**config.mk**
```make
export PLATFORM = sky130hd
export DESIGN_NAME = wb_arbiter
export DESIGN_NICKNAME = d
export VERILOG_FILES = /design/src/rtl/riscv_pkg.sv /design/src/rtl/wb_fifo.sv /design/src/rtl/wb_arbiter.sv
export SDC_FILE = /design/constraint.sdc
export NUM_CORES = 1
export LEC_CHECK = 0
export CORE_MARGIN = 3
export CORE_UTILIZATION = 55
export CTS_BUF_LIST = sky130_fd_sc_hd__clkbuf_2
export CTS_CLUSTER_SIZE = 12
export DETAILED_ROUTE_END_ITERATION = 12
export GPL_ROUTABILITY_DRIVEN = 1
export HOLD_SLACK_MARGIN = 0.03
export PLACE_DENSITY = 0.78
export REMOVE_ABC_BUFFERS = 1
export SYNTH_ARGS = -nofsm -noshare
export SYNTH_HDL_FRONTEND = slang
export SYNTH_SLANG_ARGS = --single-unit
```
**constraint.sdc**
```tcl
create_clock -name clk -period 2.75 [get_ports clk]
set_input_delay 0.6875 -clock clk [delete_from_list [all_inputs] [get_ports clk]]
set_output_delay 0.6875 -clock clk [all_outputs]
set_load 0.05 [all_outputs]
```
**src/rtl/riscv_pkg.sv**
```systemverilog
// Shared writeback types: register address width, data width and the
// {rd, data} entry carried through the long-latency result FIFO.
package riscv_pkg;
  localparam int XLEN       = 32;
  localparam int REG_ADDR_W = 5;
  localparam int ENTRY_W    = REG_ADDR_W + XLEN;

  typedef struct packed {
    logic [REG_ADDR_W-1:0] rd;
    logic [XLEN-1:0]       data;
  } wb_entry_t;
endpackage

```
**src/rtl/wb_fifo.sv**
```systemverilog
// Synchronous FIFO for long-latency writeback entries. Head is read
// combinationally from storage; there is no input-to-output bypass.
module wb_fifo
  import riscv_pkg::*;
#(
  parameter int DEPTH = 4
) (
  input  logic                     clk,
  input  logic                     rst,
  input  logic                     push,
  input  logic                     pop,
  input  logic [ENTRY_W-1:0]       din,
  output logic [ENTRY_W-1:0]       dout,
  output logic                     full,
  output logic                     empty,
  output logic [$clog2(DEPTH):0]   count
);
  localparam int AW = $clog2(DEPTH);

  logic [ENTRY_W-1:0] mem [DEPTH];
  logic [AW-1:0]      wr_ptr;
  logic [AW-1:0]      rd_ptr;
  logic               do_push;
  logic               do_pop;

  assign full    = (count == (AW+1)'(DEPTH));
  assign empty   = (count == '0);
  assign do_push = push && !full;
  assign do_pop  = pop && !empty;
  assign dout    = mem[rd_ptr];

  // Pointers wrap naturally because DEPTH is a power of two.
  always_ff @(posedge clk or posedge rst) begin
    if (rst) begin
      wr_ptr <= '0;
      rd_ptr <= '0;
      count  <= '0;
    end else begin
      if (do_push) wr_ptr <= wr_ptr + 1'b1;
      if (do_pop)  rd_ptr <= rd_ptr + 1'b1;
      case ({do_push, do_pop})
        2'b10:   count <= count + 1'b1;
        2'b01:   count <= count - 1'b1;
        default: count <= count;
      endcase
    end
  end

  always_ff @(posedge clk) begin
    if (do_push) mem[wr_ptr] <= din;
  end
endmodule

```
**src/rtl/wb_arbiter.sv**
```systemverilog
// Merges single-cycle ALU results and buffered long-latency results into one
// registered register-file write per cycle, with a starvation-driven ALU stall.
module wb_arbiter #(
  parameter int DEPTH        = 4,
  parameter int STARVE_LIMIT = 8,
  parameter int XLEN         = riscv_pkg::XLEN
) (
  input  logic                   clk,
  input  logic                   rst,
  input  logic                   alu_valid,
  input  logic [4:0]             alu_rd,
  input  logic [XLEN-1:0]        alu_data,
  input  logic                   lsu_valid,
  output logic                   lsu_ready,
  input  logic [4:0]             lsu_rd,
  input  logic [XLEN-1:0]        lsu_data,
  output logic                   alu_stall,
  output logic [$clog2(DEPTH):0] fifo_count,
  output logic                   reg_write,
  output logic [4:0]             write_reg,
  output logic [XLEN-1:0]        write_data
);
  import riscv_pkg::*;

  localparam int SW = $clog2(STARVE_LIMIT + 1);
  localparam logic [SW-1:0] STARVE_MAX = SW'(STARVE_LIMIT);

  wb_entry_t     push_entry;
  wb_entry_t     head_entry;
  logic          fifo_full;
  logic          fifo_empty;
  logic          push;
  logic          pop;
  logic          alu_write;
  logic          alu_win;
  logic [SW-1:0] starve_cnt;
  logic [SW-1:0] starve_next;

  // Handshake: a long-latency result transfers on any cycle with
  // lsu_valid && lsu_ready; lsu_ready depends only on registered occupancy.
  assign lsu_ready  = !fifo_full;
  assign push       = lsu_valid && lsu_ready && (lsu_rd != '0);
  assign alu_write  = alu_valid && (alu_rd != '0);
  assign alu_win    = alu_write && !alu_stall;
  assign pop        = !alu_win && !fifo_empty;
  assign push_entry = '{rd: lsu_rd, data: lsu_data};

  wb_fifo #(.DEPTH(DEPTH)) u_fifo (
    .clk   (clk),
    .rst   (rst),
    .push  (push),
    .pop   (pop),
    .din   (push_entry),
    .dout  (head_entry),
    .full  (fifo_full),
    .empty (fifo_empty),
    .count (fifo_count)
  );

  // Counts ALU wins over a waiting head; any pop or an empty FIFO resets it.
  always_comb begin
    starve_next = starve_cnt;
    if (pop || fifo_empty) starve_next = '0;
    else if (alu_win && (starve_cnt != STARVE_MAX)) starve_next = starve_cnt + 1'b1;
  end

  always_ff @(posedge clk or posedge rst) begin
    if (rst) begin
      reg_write  <= 1'b0;
      write_reg  <= '0;
      write_data <= '0;
      starve_cnt <= '0;
      alu_stall  <= 1'b0;
    end else begin
      starve_cnt <= starve_next;
      alu_stall  <= (starve_next == STARVE_MAX);
      reg_write  <= alu_win || pop;
      if (alu_win) begin
        write_reg  <= alu_rd;
        write_data <= alu_data;
      end else if (pop) begin
        write_reg  <= head_entry.rd;
        write_data <= head_entry.data;
      end
    end
  end

  a_no_alu_during_stall: assert property (@(posedge clk) disable iff (rst) !(alu_valid && alu_stall));
  a_no_x0_write: assert property (@(posedge clk) disable iff (rst) reg_write |-> (write_reg != '0));
endmodule
```
Word-level counts from Yosys, hierarchy flattened. Memories as Yosys holds them, arrays and structs flattened. Cells that the tools add are included.

Input port bits: 78. Memories kept: 1. Memory bits (writable): 148. Output and inout bits: 43. Bits in registers: 50. Logic and storage cells: 47.

Multiplexer cells: 9. Equality and inequality tests: 5. $add $sub $neg: 5. Reductions and logical operators: 19.

Memory list: u_fifo.mem (depth 4, bits a word 37, rd ports 1, clocked after memory_dff 0, write ports 1, RTL line wb_fifo.sv:20) `logic [ENTRY_W-1:0] mem [DEPTH];`.

Operator list (number): $mux 32 (2); $mux 5 (2); $reduce_bool 5->1 (2); $logic_and 1x1->1 (8); $mux 4 (2); $pmux 3 s2 (1); $add 2x1->2 const B (2); $add 4x1->4 const B (1); $eq 4x4->1 const B (1); $logic_not 1->1 (4); $ne 4x4->1 const B (1); $reduce_bool 2->1 (2); $add 3x1->3 const B (1); $eq 3x3->1 const B (1); $logic_not 3->1 (1); $sub 3x1->3 const B (1); $eq 2x1->1 const B (1); $eq 2x2->1 const B (1); $logic_or 1x1->1 (2); $mux 1 (2).

Logic depth before layout (Yosys ltp). Gate-level depths: netlist (run 1).

Depth after elaboration: 8. Mapped depth: 10.

Cells and area by module. A second synthesis (run 1) with hierarchy kept.

Cells, all modules: 394. Area, all modules: 7931.4 µm².

Modules (own cells, without submodules): wb_fifo (times used 1, seq. area each 4619.4 µm², area an instance 5759.3 µm², cells each 231); wb_arbiter (times used 1, seq. area each 1076.0 µm², area an instance 2172.1 µm², cells each 163).

Worst setup path before layout (run 1). No wires, ideal clock.

Kind: register -> register. Start: reg u_fifo.count[1]. End: mem u_fifo.mem[0][0] (netlist bit) (enable). Clock period less this slack: 2921 ps. Path buffers: 0. Data arrival time: 2523 ps. Path slack: -171 ps. Data required time: 2352 ps. Cell stages (with the launch flop): 5. Cells stage by stage: dfrtp_1 -> inv_1 -> nand3_1 -> o211a_1 -> and2_1.

Word-level cells in the longest chain between the ends: 7.

Ends and longest elaborated chain: from (decl) (RTL line wb_fifo.sv:16) `output logic [$clog2(DEPTH):0] count`; from (signal assigned) (RTL line wb_fifo.sv:42) `2'b10: count <= count + 1'b1;`; from (signal assigned) (RTL line wb_fifo.sv:43) `2'b01: count <= count - 1'b1;`; from (signal assigned) (RTL line wb_fifo.sv:44) `default: count <= count;`; $eq 3x3->1 (*) (RTL line wb_fifo.sv:26) `assign full = (count == (AW+1)'(DEPTH));`; $logic_not 1->1 (*) (RTL line wb_arbiter.sv:41) `assign lsu_ready = !fifo_full;`; net lsu_ready (RTL line wb_arbiter.sv:14) `output logic lsu_ready,`; $logic_and 1x1->1 (2 in series) (RTL line wb_arbiter.sv:42) `assign push = lsu_valid && lsu_ready && (lsu_rd != '0);`; $logic_and 1x1->1 (*) (RTL line wb_fifo.sv:28) `assign do_push = push && !full;`; $mux 1 (*) (RTL line wb_fifo.sv:50) `if (do_push) mem[wr_ptr] <= din;`; $mux 1 (not written as such) (*) (RTL line wb_fifo.sv:50); to (decl) (RTL line wb_fifo.sv:20).

Mark *: on every way through the listed nets, which the timed path passes. The rest lies on a longest branch.

Worst setup path in the final report (run 1).
Start: reg reg_write. End: out reg_write.

RTL lines: from (decl) (RTL line wb_arbiter.sv:19) `output logic reg_write,`; from (signal assigned) (RTL line wb_arbiter.sv:77) `reg_write <= alu_win || pop;`.

No word-level cell between the ends.

==> impl_metrics.tcl, run 1 <==
set metrics [dict create \
    postCtsSetupBuffers 0 \
    r2r_slack_ps 720 \
    die_width_um 125 \
    p_comb_share_pct 39.6 \
    cellInternalPower_mw 6.12 \
    synth_area_leaders "edfxtp_1, dfrtp_1, mux4_2" \
    ir_drop_mv 0.525 \
    yosys_most_used_dff "edfxtp_1" \
    worst_clock_skew_ps 24.9 \
    firstDrtPassIters 4 \
    finalPower_mw 9.61 \
    placement.io_buffers 120 \
    die_h_um 125 \
    setup_viol 0 \
    startpoint_type "flip-flop" \
    cts.htree.levels 4 \
    hold_viol 0 \
    dieArea_mm2 0.0155 \
    cp_slowest_cell "clkdlybuf4s50_1" \
    synth_top_area_share_pct 57.5 \
    synth_area_leader_cell "edfxtp_1" \
    swShare_pct 36.3 \
    synth_compound_area_share_pct 3.53 \
    fin_crit_sh_pct 93.9 \
    avgSynthCellArea_um2 16.8 \
    max-cap-violations 0 \
    antenna_found_initial 1 \
    hp-class "in2async" \
    ys_seq_area_share_pct 73.7 \
    core_mm2 0.0135 \
    clock_latency_ps 760 \
    slew_viol_final 0 \
    async_flop_share_pct 25.3 \
    ys_seq_elements 198 \
    worst_slew_pin_slew_ps 813 \
    largest_reg_flops 148 \
    path_max_fanout 1 \
    yosys_warnings 0 \
    slew-limit-headroom_pct 45.8 \
    grt_pass1_wl_um 25500 \
    initial_core_util_pct 57.2 \
    hpwl_um 10100 \
    crit_type "reg2out" \
    ctsResizeCount 12 \
    fmax_ghz 0.387 \
    cts_buffers 17 \
    finalWirelength_um 15800 \
    grt_max_degree 81 \
    worst_slack_ps 169 \
    clockBufferDepth 2 \
    pre_cts_ws_ps -337 \
    ios 121 \
    yosysMostFrequentCell "edfxtp_1" \
    synth_xor_area_share_pct 0.907 \
    power.leakage_nw 3.72 \
    finish.utilization_pct 71.4 \
    ant_nets 0 \
    synth_area_mm2 0.00773 \
    synth_edf_count 148 \
    cts_tree "built" \
    root_buffer "clkbuf_2" \
    p_clk_share_pct 15.6 \
    p_sw_mw 3.49 \
    synthTopCellsByCount "edfxtp_1, nand2_1, dfrtp_1, mux4_2, nor2_1" \
    timing.rr.end "u_fifo.count[2]" \
    gp_congestion 0.767 \
    cp_num_buf_inv 1 \
    yosys.area_share.simple_pct 7.00 \
    synthToLayoutAreaGrowth_pct 24.7 \
    drc 0 \
    nets 685 \
    ys_types 28 \
    endpoint_kind "output pin" \
    stdcell_count 788 \
    track_usage_pct 21.4 \
    cts.clk_slew.worst_paths_ps 240 \
    max_stage_delay_ps 790 \
    rsz0062_at_grt "no" \
    hold_buffers 0 \
    path_cells "clkdlybuf4s50_1" \
    r2r_start "u_fifo.count[1]" \
    vias_per_cell 5.64 \
    arrival_ps 1890 \
    nFillCells 866 \
    numClockSinks 198 \
    worst_hold_slack_ps 167 \
    placementRows 42 \
    synthAdderAreaFrac_pct 1.39 \
    reg2regPathDepth 10 \
    vias 4444 \
    crit_required_ps 2060 \
    wl_per_cell_um 20.1 \
    drt_iter0_drc 280 \
    dp_cells 756 \
    synthCells 461 \
    grt_overflow 0 \
    synth_top_family_by_area "multiplexers" \
    drive_above_1_share_pct 16.8 \
    layout_min_cycle_time_ps 2580 \
    outcome "finished clean" \
    synthMuxAreaShare_pct 11.3 \
    grt_pass1_vias 4887 \
    crit_family "buffers and inverters" \
    n_antenna_cell 0 \
    pwr-share-seq_pct 44.8 \
    power_density_mw_per_mm2 997 \
]
==> cells by family after synthesis <==
kind of cell	after synthesis
compound gates	40
xor+xnor	8
fa+ha+maj	8
buf+inv	33
flops	198
mux	41
simple gates	133
==> power by group through the flow <==
| stage | logic (mW) | registers, mW | clock network, mW |
|---|---|---|---|
| detailed placement | 3.91 | 4.40 | 0 |
| floorplan | 1.53 | 5.32 | 0 |
| finish | 3.81 | 4.31 | 1.50 |
| CTS | 3.89 | 4.33 | 1.54 |
| global route | 4.08 | 4.39 | 1.67 |
| global placement | 3.84 | 4.34 | 0 |
==> layout make-up <==
class	count	area, µm²	share of cell area [%]
flip-flops and latches	198	5700	59.1
well taps	176	220	2.28
inverters	9	33.8	0.351
clock inverters	10	154	1.60
clock buffers	22	110	1.14
repair buffers	143	1540	16.0
multi-input cells	230	1880	19.5
==> worst max path at each step <==
stage | start | endpoint | slack [ps] | cells after the start
5_1_grt | u_fifo.count[0] | lsu_ready | 4 | 3
3_5_place_dp | alu_rd[1] | u_fifo.count[2] | -340 | 10
4_1_cts | alu_stall | alu_stall | 5 | 1
6_report | reg_write | reg_write | 170 | 1
2_1_floorplan | alu_rd[1] | u_fifo.count[2] | -850 | 9
3_3_place_gp | alu_rd[1] | u_fifo.count[2] | -300 | 10
==> per-layer routing <==
layer	part of all wire, %	track usage, %	vias up
met5	0.082	0	-
met2	52	35.4	139
met1	41	27.1	2255
met4	1.7	7.67	2
li1	-	-	2022
met3	6.1	6.43	26
==> placed cells by master (no fill, tap or decap), drive strengths merged <==
| cell type | synthesis | routed |
|---|---|---|
| bufinv | 0 | 4 |
| dlymetal6s2s | 0 | 32 |
| or4 | 2 | 2 |
| edfxtp | 148 | 148 |
| clkbuf | 8 | 22 |
| xor2 | 4 | 4 |
| dlygate4sd2 | 0 | 9 |
| fa | 1 | 1 |
| a31oi | 35 | 35 |
| dfrtp | 50 | 50 |
| or3 | 1 | 1 |
| clkdlybuf4s50 | 0 | 78 |
| clkdlybuf4s15 | 0 | 1 |
| nand3 | 5 | 5 |
| a32oi | 2 | 2 |
| nor2 | 37 | 37 |
| xnor2 | 4 | 4 |
| mux2i | 2 | 2 |
| nor2b | 1 | 1 |
| o21ai | 1 | 1 |
| clkinv | 0 | 4 |
| nor3 | 6 | 6 |
| nor4 | 1 | 1 |
| mux2 | 2 | 2 |
| clkinvlp | 0 | 1 |
| buf | 16 | 23 |
| inv | 9 | 10 |
| nand2 | 75 | 75 |
| o211a | 2 | 2 |
| ha | 7 | 7 |
| and2 | 5 | 5 |
| mux4 | 37 | 37 |
==> worst reg2reg max path, cell delays in order (launching register included) <==
cell	delay [ps]
dfrtp_1	480
inv_1	130
nand3_1	140
o211a_1	170
inv_1	60
ha_1	160
inv_1	60
fa_1	370
xor2_1	150
nor2_1	120
xor2_1	150
==> through the flow <==
stage / setup TNS [ps] / cell area [µm²]
6_report: 0 / 9640
3_3_place_gp: -2500 / 9300
2_1_floorplan: -47050 / 7600
3_5_place_dp: -7940 / 9300
4_1_cts: 0 / 9560
5_1_grt: 0 / 9640
Note: power is estimated with default switching activity, not from simulation.
==> run 2, diff against run 1 <==
- CORE_MARGIN: 3 -> 2
- CORE_UTILIZATION: 55 -> 60
- PLACE_DENSITY: 0.78 -> 0.85
- clock period: 2.75 -> 3.07 ns (I/O delays scaled with it)
==> run 2 against run 1 <==
Clock skew is 2.1 ps lower; count of clock-buffer cells in the layout is 3 lower; final area fell by 2.3%; core utilization up 3.3 points; combinational power shrank 13%; critical path depth is the same; highest routed layer is now met4; hold slack improved by 110 ps; total power shrank 13%; largest power group unchanged; non-clock buffer count fell by 2; largest cell class unchanged; sequential cell count stayed put; critical path type unchanged.
==> impl_metrics.tcl, run 2 (synthesis results as in run 1) <==
set metrics [dict create \
    die_width_um 117 \
    fmax_ghz 0.352 \
    placementRows 41 \
    fin_crit_sh_pct 92.4 \
    nets 683 \
    hp-class "in2async" \
    pre_cts_ws_ps -133 \
    worst_hold_slack_ps 278 \
    stdcell_count 782 \
    cts.htree.levels 4 \
    drt-met1-wl_um 6160 \
    worst_clock_skew_ps 22.8 \
    finalWirelength_um 15000 \
    ir_drop_mv 0.456 \
    grt_overflow 0 \
    multi_input_area_mm2 0.00188 \
    largest_reg_flops 148 \
    vias 4413 \
    core_mm2 0.0126 \
    arrival_ps 2070 \
    wl_met2_um 7790 \
    hpwl_um 9620 \
    root_buffer "clkbuf_2" \
    seq_area_mm2 0.00570 \
    worst_slack_ps 232 \
    grt_max_degree 81 \
    drive_above_1_share_pct 15.9 \
    power.leakage_nw 3.38 \
    cp_num_buf_inv 1 \
    outcome "finished clean" \
    wl_per_cell_um 19.2 \
    rsz0062_at_grt "no" \
    initial_core_util_pct 61.2 \
    ios 121 \
    dp_cells 750 \
    max_stage_delay_ps 840 \
    slew-limit-headroom_pct 35.2 \
    final_common_cell "edfxtp_1" \
    numClockSinks 198 \
    max-cap-violations 0 \
    crit_required_ps 2300 \
    setup_viol 0 \
    antenna_found_initial 0 \
    drc 0 \
    dieArea_mm2 0.0138 \
    finalPower_mw 8.38 \
    endpoint_kind "output pin" \
    layout_common_cells "edfxtp_1, clkdlybuf4s50_1, nand2_1" \
    cts_tree "built" \
    n_antenna_cell 0 \
    clockBufferDepth 2 \
    hold_viol 0 \
    slew_viol_final 0 \
    layout_min_cycle_time_ps 2840 \
    placement.io_buffers 120 \
    wl_met3_um 887 \
    gp_congestion 0.758 \
    synthToLayoutAreaGrowth_pct 21.9 \
    cp_slowest_cell "clkdlybuf4s50_1" \
    ant_nets 0 \
    worst_slew_pin_slew_ps 972 \
    cts_buffers 17 \
    die_h_um 117 \
    cts.clk_slew.worst_paths_ps 240 \
    clock_latency_ps 730 \
    crit_type "reg2out" \
    top_layer "met4" \
    path_max_fanout 5 \
    vias_per_cell 5.64 \
    grt_pass1_vias 4653 \
    grt_pass1_wl_um 24300 \
    firstDrtPassIters 4 \
    startpoint_type "flip-flop" \
    path_cells "clkdlybuf4s50_1" \
    nFillCells 803 \
    crit_family "buffers and inverters" \
    drt_iter0_drc 322 \
    power_density_mw_per_mm2 890 \
    track_usage_pct 23.2 \
]
==> run 2: through the flow <==
step	cell area [µm²]	setup TNS, ps	utilization (%)
after detailed placement	9210	-171	73.0
after global placement	9210	-81.8	73.0
final	9420	0	74.6
after floorplan	7600	-7110	-
after global routing	9420	0	74.6
after CTS	9420	0	74.6
==> run 2: final cells by class <==
| cell class | instances | share of cell area (%) |
|---|---|---|
| clock buffer | 19 | 1.01 |
| multi-input combinational | 230 | 19.9 |
| sequential | 198 | 60.5 |
| tap | 172 | 2.29 |
| clock inverter | 13 | 1.21 |
| timing repair buffer | 141 | 14.7 |
| inverter | 9 | 0.359 |
==> run 2: routing by layer <==
| metal | track usage, % | up-vias |
|---|---|---|
| met5 | 0 | - |
| met2 | 39.8 | 143 |
| met1 | 29.1 | 2232 |
| met3 | 5.81 | 19 |
| met4 | 8.13 | 0 |
| li1 | - | 2019 |
==> run 2: repair_timing <==
| item | CTS | global route |
|---|---|---|
| resized for setup | 1 | 0 |
| buffers inserted | 0 | 0 |
| setup endpoints to repair | 1 | 0 |
| hold buffers | 0 | 0 |
==> run 2: power by group <==
| group | internal, mW | switching, mW |
|---|---|---|
| Sequential | 3.55 | 0.355 |
| Clock | 0.359 | 0.785 |
| Combinational | 1.38 | 1.95 |
| Total | 5.29 | 3.09 |
==> run 2: worst paths after layout <==
path                            slack (ps)       startpoint         endpoint  cells past startpoint
max in group asynchronous             2150              rst   write_data[15]                      3
min in group clk                       560    write_data[6]    write_data[6]                      2
worst max register to register         990  u_fifo.count[0]  u_fifo.count[1]                      6
worst min register to register         560    write_data[6]    write_data[6]                      2
worst max-delay path                   230  u_fifo.count[0]    fifo_count[0]                      1
worst min-delay path                   280              rst    starve_cnt[2]                      2
==> run 3, diff against run 2 <==
- SETUP_SLACK_MARGIN: default -> 0.5
- SLEW_MARGIN: default -> 20
==> run 3 against run 2 <==
Cell count up 0.38%; clock skew fell by 1.3 ps; total power shrank 1.4%; worst setup slack better by 380 ps; wire length fell by 0.27%; non-clock buffer count grew 3.
==> impl_metrics.tcl, run 3 (synthesis results as in run 1) <==
set metrics [dict create \
    grt_pass1_wl_um 24300 \
    cts_buffers 17 \
    numClockSinks 198 \
    layout_common_cells "edfxtp_1, clkdlybuf4s50_1, nand2_1" \
    hold_viol 0 \
    hp-class "in2async" \
    crit_required_ps 3740 \
    drive_above_1_share_pct 17.0 \
    final_common_cell "edfxtp_1" \
    root_buffer "clkbuf_2" \
    cts.htree.levels 4 \
    vias 4453 \
    drt_iter0_drc 297 \
    outcome "finished clean" \
    finalPower_mw 8.26 \
    placement.io_buffers 120 \
    grt_max_degree 81 \
    ir_drop_mv 0.505 \
    dieArea_mm2 0.0138 \
    rsz0062_at_grt "yes" \
    layout_min_cycle_time_ps 2460 \
    core_mm2 0.0126 \
    path_max_fanout 2 \
    slew-limit-headroom_pct 34.8 \
    n_antenna_cell 0 \
    ios 121 \
    crit_family "simple AND/OR/NAND/NOR gates" \
    setup_viol 0 \
    synthToLayoutAreaGrowth_pct 21.6 \
    clockBufferDepth 2 \
    endpoint_kind "flip-flop" \
    grtUsageMet1_pct 29.1 \
    die_h_um 117 \
    largest_reg_flops 148 \
    antenna_found_initial 0 \
    finalWirelength_um 15000 \
    power.leakage_nw 3.43 \
    firstDrtPassIters 5 \
    placementRows 41 \
    fmax_ghz 0.407 \
    clock_latency_ps 730 \
    worst_hold_slack_ps 278 \
    r2r_slack_ps 890 \
    tns_ps 0 \
    p_comb_share_pct 39.0 \
    crit_top_cell "xor2_1" \
    cts.clk_slew.worst_paths_ps 240 \
    use_met3_pct 5.81 \
    cts_tree "built" \
    hpwl_um 9620 \
    r2r_start "u_fifo.count[0]" \
    slew_viol_final 0 \
    track_usage_pct 23.2 \
    fin_crit_sh_pct 80.0 \
    timing.rr.end "u_fifo.count[1]" \
    arrival_ps 3130 \
    die_width_um 117 \
    max-cap-violations 0 \
    gp_congestion 0.758 \
    worst_clock_skew_ps 21.5 \
    wl_per_cell_um 19.1 \
    vias_per_cell 5.67 \
    hold_buffers 0 \
    initial_core_util_pct 61.2 \
    power_density_mw_per_mm2 880 \
    worst_slew_pin_slew_ps 978 \
    swShare_pct 37.4 \
    cp_slowest_cell "or4_1" \
    pwr-share-seq_pct 47.1 \
    crit_type "in2reg" \
    startpoint_type "input pin" \
    grt_use_met2_pct 39.9 \
    p_sw_mw 3.09 \
    drc 0 \
    grt_pass1_vias 4677 \
    cp_num_buf_inv 2 \
    cellInternalPower_mw 5.18 \
    grt_overflow 0 \
    path_cells "clkdlybuf4s50_1 -> or4_1 -> o21ai_4 -> and2_1 -> ha_1 -> inv_1 -> fa_1 -> xor2_1 -> nor2_1 -> xor2_1" \
    nFillCells 814 \
    p_clk_share_pct 13.8 \
    nets 686 \
    max_stage_delay_ps 590 \
    reg2regPathDepth 7 \
    top_usage_layer "met2" \
    ant_nets 0 \
]
run 3: worst max-delay path by stage:
stage | startpoint | cells past startpoint | endpoint
floorplan | alu_rd[1] | 9 | u_fifo.count[2]
global placement | alu_rd[1] | 10 | u_fifo.count[2]
detailed placement | alu_rd[1] | 10 | u_fifo.count[2]
CTS | u_fifo.count[0] | 3 | lsu_ready
global route | u_fifo.count[1] | 3 | lsu_ready
finish | alu_rd[1] | 10 | u_fifo.count[2]
run 3: what timing repair did:
action / in CTS / in global routing
setup buffers: 0 / 3
endpoints found under the setup margin: 43 / 9
gates resized for setup: 47 / 12
cloned: 0 / 0
run 3: power by group through the flow:
stage                     sequential (mW)  combinational [mW]  clock [mW]
after floorplan                      4.77                1.37           0
after global placement               3.92                3.29           0
after detailed placement             3.97                3.37           0
after CTS                            3.90                3.23        1.18
after global routing                 3.96                3.46        1.27
final                                3.90                3.23        1.14
run 3: area by class of cell:
cell class                      count  area, µm²  area share [%]
Clock buffer                       19       95.1            1.01
Clock inverter                     13        114            1.21
Inverter                            9       33.8           0.360
Multi-Input combinational cell    230       1880            20.0
Sequential cell                   198       5700            60.7
Tap cell                          172        215            2.29
Timing Repair Buffer              144       1360            14.5
run 3: stage by stage:
step / util, % / cells / area, µm² / setup WS [ps]
after floorplan: - / 437 / 7600 / -610
final: 74.4 / 785 / 9390 / 613
after detailed placement: 73.0 / 750 / 9210 / -133
after CTS: 74.2 / 782 / 9370 / 251
after global placement: 73.0 / 750 / 9210 / -81.8
after global routing: 74.4 / 785 / 9390 / 480
run 3: per-layer routing:
layer,up-vias,share of wire (%)
met3,18,5.8
met2,155,52
met4,0,1.2
met5,-,0
met1,2253,41
li1,2027,-
